<file path="src/rtl/fetch_unit.sv">
// Instruction-fetch sequencer: issues reads to instruction memory, presents words to
// decode, pulses the PC increment/load controls and handles taken-branch redirects.
module fetch_unit #(
  parameter int AW       = 16,
  parameter int DW       = 16,
  parameter int MAX_WAIT = 15
) (
  input  logic          clk,
  input  logic          rst_n,
  input  logic          en,
  input  logic [AW-1:0] pc_in,
  output logic          pc_inc,
  output logic          pc_ld,
  output logic [AW-1:0] pc_ld_val,
  output logic          mem_req,
  output logic [AW-1:0] mem_addr,
  input  logic          mem_ack,
  input  logic [DW-1:0] mem_rdata,
  output logic          ir_valid,
  input  logic          ir_ready,
  output logic [DW-1:0] ir_out,
  output logic [AW-1:0] ir_pc,
  input  logic          br_taken,
  input  logic [AW-1:0] br_target,
  output logic          err
);

  localparam int CW = $clog2(MAX_WAIT + 1);
  localparam logic [CW-1:0] WAIT_LIMIT = CW'(MAX_WAIT);

  typedef enum logic [2:0] {IDLE, REQ, HOLD, FLUSH, REDIR} state_t;

  state_t        state;
  logic [CW-1:0] wait_cnt;
  logic [AW-1:0] pend_target;
  logic [CW-1:0] wait_nxt;
  logic          wait_hit;

  // Saturating count of cycles the current read has waited without an ack.
  assign wait_nxt = (wait_cnt == WAIT_LIMIT) ? wait_cnt : wait_cnt + CW'(1);
  assign wait_hit = (wait_nxt == WAIT_LIMIT);

  // NOTE: every register here uses <=, so each branch below reads pre-edge values
  // regardless of statement order.
  always_ff @(posedge clk or negedge rst_n) begin
    if (!rst_n) begin
      state       <= IDLE;
      wait_cnt    <= '0;
      pend_target <= '0;
      pc_inc      <= 1'b0;
      pc_ld       <= 1'b0;
      pc_ld_val   <= '0;
      mem_req     <= 1'b0;
      mem_addr    <= '0;
      ir_valid    <= 1'b0;
      ir_out      <= '0;
      ir_pc       <= '0;
      err         <= 1'b0;
    end else begin
      // NOTE: pulse outputs default low every cycle; only the arms below raise them.
      pc_inc <= 1'b0;
      pc_ld  <= 1'b0;

      if (br_taken) begin
        pend_target <= br_target;
        ir_valid    <= 1'b0;
        unique case (state)
          IDLE, HOLD, REDIR: begin
            state     <= REDIR;
            pc_ld     <= 1'b1;
            pc_ld_val <= br_target;
          end
          REQ, FLUSH: begin
            if (mem_ack) begin
              // Read completes with the redirect: drop the data, go straight to the load.
              state     <= REDIR;
              mem_req   <= 1'b0;
              pc_ld     <= 1'b1;
              pc_ld_val <= br_target;
            end else begin
              state    <= FLUSH;
              wait_cnt <= wait_nxt;
              if (wait_hit) err <= 1'b1;
            end
          end
          default: state <= IDLE;
        endcase
      end else begin
        unique case (state)
          IDLE: begin
            if (en) begin
              state    <= REQ;
              mem_req  <= 1'b1;
              mem_addr <= pc_in;
              wait_cnt <= '0;
            end
          end
          REQ: begin
            if (mem_ack) begin
              state    <= HOLD;
              ir_out   <= mem_rdata;
              ir_pc    <= mem_addr;
              ir_valid <= 1'b1;
              mem_req  <= 1'b0;
              pc_inc   <= 1'b1;
            end else begin
              wait_cnt <= wait_nxt;
              if (wait_hit) err <= 1'b1;
            end
          end
          HOLD: begin
            if (ir_ready) begin
              state    <= IDLE;
              ir_valid <= 1'b0;
            end
          end
          FLUSH: begin
            if (mem_ack) begin
              state     <= REDIR;
              mem_req   <= 1'b0;
              pc_ld     <= 1'b1;
              pc_ld_val <= pend_target;
            end else begin
              wait_cnt <= wait_nxt;
              if (wait_hit) err <= 1'b1;
            end
          end
          REDIR:   state <= IDLE;
          default: state <= IDLE;
        endcase
      end
    end
  end

endmodule

</file>
<file path="config.mk">
export PLATFORM = sky130hd
export DESIGN_NAME = fetch_unit
export DESIGN_NICKNAME = d
export VERILOG_FILES = /design/src/rtl/fetch_unit.sv
export SDC_FILE = /design/constraint.sdc
export NUM_CORES = 1
export LEC_CHECK = 0
export ABC_CLOCK_PERIOD_IN_PS = 1650
export CORE_ASPECT_RATIO = 1.4
export CORE_MARGIN = 3
export CORE_UTILIZATION = 41
export DETAILED_ROUTE_END_ITERATION = 16
export GPL_ROUTABILITY_DRIVEN = 0
export GPL_TIMING_DRIVEN = 0
export PLACE_DENSITY = 0.83
export SETUP_SLACK_MARGIN = 0.5
export SYNTH_ARGS = -nofsm -noshare
export SYNTH_HDL_FRONTEND = slang
export SYNTH_SLANG_ARGS = --single-unit
</file>
<file path="constraint.sdc">
create_clock -name clk -period 1.65 [get_ports clk]
set_input_delay 0.495 -clock clk [delete_from_list [all_inputs] [get_ports clk]]
set_output_delay 0.495 -clock clk [all_outputs]
set_load 0.005 [all_outputs]
</file>
==> impl_metrics.toml <==
[outcome]
status = "complete, but fails checks"
violations = "negative setup slack"

[critical_path]
required_ps = 1880
cp.arrival_ps = 2050
crit_start = "state[0]"
path_class = "reg2reg"
reg2reg_depth = 5
crit_fanout = 5
cp-end-kind = "flop"
r2r-start = "state[0]"
cp-start-kind = "flop"

[die]
floorplan.die.height_microns = 118
die-area_sq_um = 10100
start_util_pct = 42.4
fp.dieW_microns = 85.8
core-area_sq_um = 8610
std_cell_rows = 40
io_pins = 123

[layout]
fin_nets = 517
multi_input_area_sq_um = 1560
regArea_sq_um = 2300
final_common_cell = "dfrtp_1"
mostFrequentLayoutCells = "dfrtp_1, buf_4, buf_2"
layout-drive-gt1-share_pct = 63.4
fin_util_pct = 73.1
nFillCells = 560
syn_to_final_growth_pct = 72.3
antennaDiodeCount = 0

[route]
drtAntennaViolNets = 0
wl_microns = 9910
dr_total_vias = 2791
vias_per_cell = 4.88
drt_iter0_drc = 59
drt-pass1-iter-count = 4
wire_per_inst_microns = 17.3
drcViolationCount = 0

[timing]
setup_violations = 67
fmax_mhz = 548
fin_hold_ws_ps = 128
fin_crit_sh_pct = 111
tightestPinTransition_ps = 543
relSlewSlack_pct = 63.8
slew_violations = 0
finClkSkew_ps = 8.18
setup-tns-final_ps = -8740
grt_setup_unrepaired = "true"
worst_slack_ps = -173
hold_violations = 0
min_period_ps = 1820

[grt]
grt_use_total_pct = 19.4
grt_max_degree = 54
grt_overflow_total = 0
grt_pass1_wl_microns = 15300
grt_pass1_vias = 2915
antenna_found_initial = 0

[yosys]
synth-main-ff-cell = "dfrtp_1"
synthArstFlopShare_pct = 100
synth_warnings = 0
synthCells = 231
syn_area_sq_um = 3650
ys_seq_area_share_pct = 63.1
synth-edff-count = 0
syn_nets = 286
synth_cell_type_count = 38
ys_ff_latch = 92
avgSynthCellArea_sq_um = 15.8

[clock_tree]
cts_root_buf = "clkbuf_16"
clk_pin_slew_ps = 70
cts.sinks = 92
clk-insertion-delay-late_ps = 340
clockBufferDepth = 2
h-tree-depth = 3
cts_buffers = 9
ctsHoldBuffers = 0
cts_tree = "built"

[power]
peakVddDrop_v = 0.00115
p_comb_share_pct = 35.6
internal_power_uw = 6090
clkPwrFrac_pct = 25.8
p_sw_share_pct = 26.3
p_seq_share_pct = 38.6
power_density_nw_per_um2 = 1310
p_switching_uw = 2180
p_leak_uw = 0.00319
power.total_uw = 8270

[placed_design]
dp_hpwl_microns = 5770
port_buffers = 122
dp_slack_ps = -780

[job]
cap_violations = 0

[hold_path]
hp-class = "in2async"
cells in the mapped netlist (3+ instances only):
cell type / n / area, sq um
a21oi_1: 5 / 25.0
buf_6: 4 / 45.0
dfrtp_1: 92 / 2300
mux2_4: 9 / 135
o21ai_0: 4 / 20.0
nand3_1: 3 / 15.0
inv_1: 4 / 15.0
nor2_1: 4 / 15.0
buf_4: 3 / 22.5
mux2_2: 71 / 800
power groups by stage:
stage                     sequential (uW)  combinational (uW)  clock [uW]
after floorplan                      3270                 939           0
after global placement               3250                2340           0
after detailed placement             3280                2410           0
after CTS                            3180                2560        2160
after global routing                 3250                3150        2260
final                                3190                2950        2130
worst max-delay path: stages (launching register included):
cell and delay, ps:
dfrtp_2 430, or4b_4 590, nor2_8 150, buf_6 120, buf_8 120, mux2_4 300
sequential cells by signal, indices dropped and copies added, names as in the netlist:
register	cells
err	1
ir_out	16
ir_pc	16
ir_valid	1
mem_addr	16
mem_req	1
pc_inc	1
pc_ld	1
pc_ld_val	16
pend_target	16
state	3
wait_cnt	4
metrics by stage:
stage,cells,instance area (sq um)
global placement,458,5270
floorplan,231,3920
finish,572,6290
CTS,535,5980
global route,572,6290
detailed placement,459,5300
timing repair:
item	in CTS	in global routing
resized for setup	322	11
endpoints found under the hold margin	0	0
pin swaps	12	7
setup endpoints to repair	161	158
gates cloned	4	1
buffers inserted	56	36
path summary, 6_finish.rpt:
check,endpoint,slack [ps]
max,mem_addr[13],-170
min,pend_target[9],130
max reg2reg,mem_addr[13],-170
min reg2reg,err,480
max in group asynchronous,ir_pc[7],880
min in group clk,err,480
routing by layer:
layer / wire length [microns] / vias up / track usage (%)
met5: 0 / - / 0
met4: 176 / 0 / 7.13
met3: 614 / 15 / 5.32
met2: 5380 / 96 / 33.5
met1: 3730 / 1403 / 22.8
li1: - / 1277 / -
logic make-up (layout without fill, tap and decap cells):
logic type	count (synthesis)	after routing	synth area share [%]
flip-flops	92	92	63.1
AND/OR/NAND/NOR	23	23	4.11
adder cells (fa/ha/maj)	1	1	0.343
buffers and inverters	15	251	2.71
multiplexers	80	80	25.6
AO/OA/AOI/OAI	20	20	4.18
layout make-up:
| type | instances | share of cell area [%] |
|---|---|---|
| well taps | 105 | 2.09 |
| inverters | 5 | 0.338 |
| clock buffers | 11 | 4.02 |
| flip-flops and latches | 92 | 36.6 |
| multi-input cells | 124 | 24.8 |
| plain buffers | 10 | 2.65 |
| clock inverters | 5 | 0.935 |
| repair buffers | 220 | 28.5 |
Power figures use the tool's default switching activity.
